===== src/rtl/carry_lookahead_stage.sv =====
// Two-stage block-carry lookahead feeding the 24-bit carry-select final adder.
// S1 registers rows plus per-block generate/propagate; S2 resolves the block carries.

module carry_lookahead_block_gp #(
    parameter int BLOCK_W = 4
) (
    input  logic [BLOCK_W-1:0] a_i,
    input  logic [BLOCK_W-1:0] b_i,
    output logic               g_o,
    output logic               p_o
);
    logic [BLOCK_W:0] sum;

    always_comb sum = {1'b0, a_i} + {1'b0, b_i};

    assign g_o = sum[BLOCK_W];
    assign p_o = &(a_i ^ b_i);
endmodule

module carry_lookahead_stage #(
    parameter int N_BLOCKS = 6,
    parameter int BLOCK_W  = 4
) (
    input  logic                          clk,
    input  logic                          rst,
    input  logic                          in_valid,
    output logic                          in_ready,
    input  logic [N_BLOCKS*BLOCK_W-1:0]   a_in,
    input  logic [N_BLOCKS*BLOCK_W-1:0]   b_in,
    input  logic                          c_in0,
    output logic                          out_valid,
    input  logic                          out_ready,
    output logic [N_BLOCKS*BLOCK_W-1:0]   a_out,
    output logic [N_BLOCKS*BLOCK_W-1:0]   b_out,
    output logic [N_BLOCKS-1:0]           c_blk,
    output logic                          c_out
);
    localparam int W = N_BLOCKS * BLOCK_W;

    logic                s1_valid_q;
    logic [W-1:0]        s1_a_q, s1_b_q;
    logic                s1_cin_q;
    logic [N_BLOCKS-1:0] s1_g_q, s1_p_q;

    logic                out_valid_q;
    logic [W-1:0]        a_out_q, b_out_q;
    logic [N_BLOCKS-1:0] c_blk_q;
    logic                c_out_q;

    logic [N_BLOCKS-1:0] g_d, p_d;
    logic [N_BLOCKS:0]   c_d;
    logic                s1_en, s2_en;

    // Each stage is a full-rate register: it may load whenever its downstream
    // slot is empty or being drained in the same cycle.
    assign s2_en    = !out_valid_q | out_ready;
    assign s1_en    = !s1_valid_q | s2_en;
    assign in_ready = s1_en & !rst;

    for (genvar i = 0; i < N_BLOCKS; i++) begin : g_blk
        carry_lookahead_block_gp #(.BLOCK_W(BLOCK_W)) u_gp (
            .a_i (a_in[i*BLOCK_W +: BLOCK_W]),
            .b_i (b_in[i*BLOCK_W +: BLOCK_W]),
            .g_o (g_d[i]),
            .p_o (p_d[i])
        );
    end

    always_comb begin
        c_d    = '0;
        c_d[0] = s1_cin_q;
        for (int i = 0; i < N_BLOCKS; i++)
            c_d[i+1] = s1_g_q[i] | (s1_p_q[i] & c_d[i]);
    end

    always_ff @(posedge clk) begin
        if (rst) begin
            s1_valid_q  <= 1'b0;
            s1_a_q      <= '0;
            s1_b_q      <= '0;
            s1_cin_q    <= 1'b0;
            s1_g_q      <= '0;
            s1_p_q      <= '0;
            out_valid_q <= 1'b0;
            a_out_q     <= '0;
            b_out_q     <= '0;
            c_blk_q     <= '0;
            c_out_q     <= 1'b0;
        end else begin
            if (s1_en) begin
                s1_valid_q <= in_valid;
                if (in_valid) begin
                    s1_a_q   <= a_in;
                    s1_b_q   <= b_in;
                    s1_cin_q <= c_in0;
                    s1_g_q   <= g_d;
                    s1_p_q   <= p_d;
                end
            end
            if (s2_en) begin
                out_valid_q <= s1_valid_q;
                if (s1_valid_q) begin
                    a_out_q <= s1_a_q;
                    b_out_q <= s1_b_q;
                    c_blk_q <= c_d[N_BLOCKS-1:0];
                    c_out_q <= c_d[N_BLOCKS];
                end
            end
        end
    end

    assign out_valid = out_valid_q;
    assign a_out     = a_out_q;
    assign b_out     = b_out_q;
    assign c_blk     = c_blk_q;
    assign c_out     = c_out_q;
endmodule


===== config.mk =====
export PLATFORM = sky130hd
export DESIGN_NAME = carry_lookahead_stage
export DESIGN_NICKNAME = d
export VERILOG_FILES = /design/src/rtl/carry_lookahead_stage.sv
export SDC_FILE = /design/constraint.sdc
export NUM_CORES = 1
export LEC_CHECK = 0
export BUFFER_PORTS_ARGS = -buffer_cell sky130_fd_sc_hd__buf_2
export CORE_UTILIZATION = 55
export CTS_BUF_LIST = sky130_fd_sc_hd__clkbuf_16
export DETAILED_ROUTE_END_ITERATION = 10
export PLACE_DENSITY_LB_ADDON = 0.1
export SETUP_SLACK_MARGIN = 0.05
export SYNTH_ARGS = -nofsm -noshare
export SYNTH_HDL_FRONTEND = slang
export SYNTH_SLANG_ARGS = --single-unit

===== constraint.sdc =====
create_clock -name clk -period 2.25 [get_ports clk]
set_clock_uncertainty 0.1 [all_clocks]
set_input_delay 0.225 -clock clk [delete_from_list [all_inputs] [get_ports clk]]
set_output_delay 0.225 -clock clk [all_outputs]
set_load 0.005 [all_outputs]

==> results of run 1 <==
registers in the layout, summed over array words and instances, names as in the netlist, 6 cells and up:
signal  flops
s1_b_q     24
c_blk       6
a_out      24
s1_g_q      6
s1_p_q      6
b_out      24
s1_a_q     24
per-layer routing:
layer	share of wire (%)	GRT usage [%]	wire length, µm	vias to the layer above
li1	-	-	-	2160
met1	41	36.9	5140	2109
met2	50	52.9	6320	189
met3	7.3	7.48	930	31
met4	2.2	13.5	283	0
met5	0	0	0	-
worst reg2reg max path, cell delays in order, from the launching register on:
cell       delay (ns)
dfxtp_1          0.33
nand3b_1         0.12
nand2_2          0.22
buf_12           0.25
a2111oi_0        0.65
nor2_1           0.13
stage by stage:
stage          util (%)  setup slack (ns)
2_1_floorplan         -             0.937
3_3_place_gp       65.7             0.495
3_5_place_dp       65.7             0.483
4_1_cts            78.1             0.440
5_1_grt            78.1             0.229
6_report           78.1             0.305
how the worst max path moves through the flow:
stage	start	end	slack, ns	cells after the start
finish	a_in[5]	s1_g_q[1]	0.30	7
global route	s1_valid_q	s1_g_q[1]	0.23	5
CTS	s1_valid_q	s1_g_q[1]	0.44	5
detailed placement	s1_valid_q	s1_g_q[2]	0.48	5
global placement	out_ready	s1_g_q[2]	0.49	6
floorplan	a_in[21]	s1_g_q[5]	0.94	5
final cells by class:
class	instances	area [µm²]	area share, %
Timing Repair Buffer	157	1040	16.9
Inverter	2	7.51	0.122
Multi-Input combinational cell	412	2030	32.9
Clock buffer	17	425	6.91
Tap cell	102	128	2.07
Sequential cell	118	2360	38.4
Clock inverter	14	163	2.64
logic make-up (layout without fill, tap and decap cells):
logic type | after synthesis | in the layout | share of synthesized area (%)
flip-flops | 118 | 118 | 51.7
buffers and inverters | 38 | 190 | 4.11
AO/OA/AOI/OAI | 139 | 139 | 16.4
AND/OR/NAND/NOR | 248 | 248 | 21.0
multiplexers | 1 | 1 | 0.219
adder cells (fa/ha/maj) | 24 | 24 | 6.57
synth_stat cells (all sizes together):
cell       n  area share (%)
o21a       2            0.33
o21ai      9            0.99
nand2b     2            0.27
and2       2            0.27
dfxtp    118              52
buf       23             2.9
a21oi    117              13
a21o       1            0.16
nor2      19             1.6
mux2i      1            0.22
a211o      1            0.19
a2111oi    7             1.5
o2bb2ai    1            0.19
clkbuf    13             1.1
a31o       1            0.19
nand3b     1            0.16
or3        6            0.82
ha        24             6.6
inv        2            0.16
nand2    218              18
power groups by stage:
stage / combinational [W] / clock (W) / sequential, W
after floorplan: 0.000254 / 0 / 0.00226
after global placement: 0.000405 / 0 / 0.00227
after detailed placement: 0.000419 / 0 / 0.00227
after CTS: 0.000479 / 0.00267 / 0.00223
after global routing: 0.000541 / 0.00278 / 0.00224
final: 0.000486 / 0.00268 / 0.00224
cells in the final DEF (no fill, tap or decap):
cell type,n
nand2_2,2
clkbuf_16,17
or3_1,6
a21oi_2,1
and2_2,2
clkinv_1,1
buf_4,7
o21ai_0,9
o21a_1,2
bufinv_16,3
nand2b_1,2
dlygate4sd3_1,39
a211o_1,1
inv_1,3
mux2i_1,1
o2bb2ai_1,1
dfxtp_1,118
buf_12,3
nand3b_1,1
nor2_1,19
a2111oi_2,1
clkinv_2,2
a31o_2,1
a2111oi_0,6
a21oi_1,116
clkinvlp_4,5
nand2_1,216
clkinv_4,2
buf_2,108
ha_1,24
a21o_1,1
==> flow_summary.ini, run 1 <==
[placed_design]
dp_cells = 752
dpl-instance-area_mm2 = 0.00518
port_buffers = 109
place_congestion = 0.835
dpl.hpwl_um = 7890

[detailed_routing]
vias_per_cell = 5.46
drt_pass1_iterations = 4
finalWirelength_um = 12700
drtAntennaViolNets = 0
wl_per_cell_um = 15.4
drtIter0Drc = 249
drcViolationCount = 0
vias = 4489

[grt]
grt_antenna_before_repair = 0
grt_max_degree = 77
grt_pass1_wl_um = 20700
grt_overflow = 0
grt_usage_pct = 31.0
grt_pass1_vias = 4453

[final_layout]
fillers = 572
final_area_mm2 = 0.00616
diodes = 0
drive_gt1_share_pct = 21.4
syn2layout_area_growth_pct = 34.7
fin_nets = 785
finalNonFillerCells = 822

[setup_path]
rr_startpoint = s1_valid_q
r2r_slack_ns = 0.31
cp.arrival_ns = 2.11
start_kind = input pin
reg2reg_to = s1_g_q[1]
r2r_cells = 5
cpMaxStageDelayCell = a2111oi_0
critPathKind = input pin to flop
cp_top_family = compound AO/OA/AOI/OAI gates
critical_path_required_ns = 2.41
slowest_delay_ns = 0.57
worstPathMaxFanout = 2
path_cells = dlygate4sd3_1, buf_2, ha_1, a21oi_1, nor2_1, a2111oi_0, nor2_1
critPathBufInv = 2
cp-end-kind = flop
path_common_cell = nor2_1

[sta]
worst_slew_pin_slew_ns = 0.708
finalSetupViolations = 0
rsz0062_at_grt = false
fmax_mhz = 514
holdWs_ns = 0.00487
slew-limit-headroom_pct = 51.6
period_share_pct = 86.5
finalHoldViolations = 0
maxSlewViolCount = 0
tns_ns = 0
min_period_ns = 1.95

[worst_hold_path]
min_to = s1_a_q[17]
hold_class = input pin to flop
hold_start = a_in[17]
holdPathStages = 3

[cts]
numCtsBuffers = 17
post_cts_resize_count = 0
path_clk_slew_ns = 0.05
clock_sinks = 118
worstSkewPairLatency_ns = 0.41
cts_root_buffer = clkbuf_16
htree_num_levels = 4
cts_tree = done
clockBufferDepth = 2
ctsHoldBuffers = 39
cts_setup_buffers = 0

[floorplanning]
die_y_um = 93.2
num_io_pins = 110
die_w_um = 93.2
num_rows = 32
dieArea_mm2 = 0.00868
initial_core_util_pct = 57.9
core_mm2 = 0.00789

[job]
cap_violations = 0

[yosys]
ys_warn_count = 0
synthCells = 568
seq_area_frac_synth_pct = 51.7
syn_nets = 645
ys_seq_elements = 118
ys_types = 24
avgSynthCellArea_um2 = 8.05
netlist_area_mm2 = 0.00457

[pwr]
p_leak_nw = 2.66
netSwitchingPower_w = 0.00129
power_frac_clock_pct = 49.6
power_density_mw_per_mm2 = 877
power.internal_w = 0.00411
swShare_pct = 23.9
total_power_w = 0.00540
peakVddDrop_mv = 0.609
seq_power_share_pct = 41.4
combPwrFrac_pct = 9.0

[status]
status = complete, no violations
(Power assumes the default switching activity.)
==> inputs of run 2 (changes only) <==
--- a/config.mk
+++ b/config.mk
@@ -6,9 +6,11 @@
 export NUM_CORES = 1
 export LEC_CHECK = 0
 export BUFFER_PORTS_ARGS = -buffer_cell sky130_fd_sc_hd__buf_2
+export CORE_ASPECT_RATIO = 2
 export CORE_UTILIZATION = 55
 export CTS_BUF_LIST = sky130_fd_sc_hd__clkbuf_16
 export DETAILED_ROUTE_END_ITERATION = 10
+export GPL_TIMING_DRIVEN = 0
 export PLACE_DENSITY_LB_ADDON = 0.1
 export SETUP_SLACK_MARGIN = 0.05
 export SYNTH_ARGS = -nofsm -noshare
==> run 2 against run 1 <==
  * Critical endpoint is now s1_g_q[5]
  * Hold slack better by 0.0084 ns
  * Clock-buffer cell count unchanged
  * Combinational power up 5.8%
  * Die area up 0.26%
  * Critical path type unchanged
  * Setup slack better by 0.14 ns
  * Power down 6.0%
  * Largest power group unchanged
  * Core utilization down 0.22 points
==> flow_summary.ini, run 2 (synthesized netlist as in run 1, its figures left out) <==
[detailed_routing]
drt_pass1_iterations = 4
finalWirelength_um = 12900
wl_per_cell_um = 15.2
drtAntennaViolNets = 0
vias = 4528
drtIter0Drc = 235
drcViolationCount = 0
vias_per_cell = 5.32

[floorplanning]
core_mm2 = 0.00800
num_rows = 46
initial_core_util_pct = 57.1
die_w_um = 66.5
dieArea_mm2 = 0.00870
num_io_pins = 110
die_y_um = 131

[sta]
finalHoldViolations = 0
tns_ns = 0
fmax_mhz = 553
slew-limit-headroom_pct = 58.4
holdWs_ns = 0.0133
min_period_ns = 1.81
worst_slew_pin_slew_ns = 0.624
period_share_pct = 80.4
finalSetupViolations = 0
maxSlewViolCount = 0
rsz0062_at_grt = false

[cts]
htree_num_levels = 4
cts_root_buffer = clkbuf_16
worstSkewPairLatency_ns = 0.41
ctsHoldBuffers = 49
numCtsBuffers = 17
clockBufferDepth = 2
path_clk_slew_ns = 0.05
clock_sinks = 118
cts_tree = done
post_cts_resize_count = 0
cts_setup_buffers = 0

[status]
status = complete, no violations

[setup_path]
cp.arrival_ns = 1.99
cp-end-kind = flop
worstPathMaxFanout = 2
critPathKind = input pin to flop
start_kind = input pin
critical_path_required_ns = 2.43

[placed_design]
port_buffers = 109
dpl.hpwl_um = 9020
place_congestion = 0.872

[final_layout]
final_common_cell = nand2_1
layout_common_cells = nand2_1 (218), buf_2 (127), dfxtp_1 (118)
drive_gt1_share_pct = 20.7
syn2layout_area_growth_pct = 36.2
fin_nets = 822
fillers = 607
diodes = 0
multi_input_area_mm2 = 0.00202
seq_area_mm2 = 0.00236

[grt]
grt_pass1_vias = 4483
grt_usage_pct = 31.4
grt_pass1_wl_um = 20300
grt_antenna_before_repair = 0
grt_overflow = 0
grt_max_degree = 17

[pwr]
peakVddDrop_mv = 0.751
power_density_mw_per_mm2 = 815
p_leak_nw = 2.73

[worst_hold_path]
hold_class = input pin to flop

[job]
cap_violations = 0
==> run 2: report_power, final <==
group / switching, W / internal [W] / total, W
sequential: 0.0000487 / 0.00218 / 0.00223
combinational: 0.000291 / 0.000223 / 0.000514
clock: 0.000879 / 0.00145 / 0.00233
==> run 2: worst paths after layout <==
path / slack [ns] / cells past startpoint / from / end
worst min-delay path: 0.01 / 3 / b_in[15] / s1_b_q[15]
worst max-delay path: 0.44 / 7 / a_in[21] / s1_g_q[5]
worst max register to register: 0.66 / 5 / out_valid / a_out[19]
worst min register to register: 0.35 / 2 / b_out[11] / b_out[11]
==> run 2: stage by stage <==
step	setup slack, ns	cells	total power [W]	util, %	cell area, µm²
3_5_place_dp	0.537	773	0.00271	65.5	5240
6_report	0.441	851	0.00508	77.8	6230
5_1_grt	0.377	851	0.00524	77.8	6230
3_3_place_gp	0.572	773	0.00269	65.5	5240
4_1_cts	0.445	851	0.00508	77.8	6230
2_1_floorplan	0.937	568	0.00252	-	4570
==> run 2: worst max-delay path: stages <==
cell and delay [ns]:
dlygate4sd3_1 0.53, buf_2 0.14, ha_1 0.30, a21oi_1 0.15
nor2_1 0.06, a2111oi_0 0.49, nor2_1 0.10
==> run 2: cell type report <==
cell class                      count  share of cell area, %
Sequential cell                   118                   37.9
Multi-Input combinational cell    412                   32.4
Timing Repair Buffer              158                   16.6
Clock buffer                       17                   6.83
Buffer                             36                   2.89
Tap cell                           96                   1.93
Clock inverter                     12                   1.21
Inverter                            2                  0.121
==> run 2: per-layer routing <==
| layer | share of wire (%) | up-vias | GRT usage [%] | wire length (µm) |
|---|---|---|---|---|
| met5 | 0 | - | 0 | 0 |
| met4 | 3.8 | 0 | 17.5 | 485 |
| met3 | 5.0 | 48 | 7.73 | 642 |
| met2 | 53 | 152 | 57.4 | 6900 |
| met1 | 38 | 2094 | 31.5 | 4880 |
| li1 | - | 2234 | - | - |
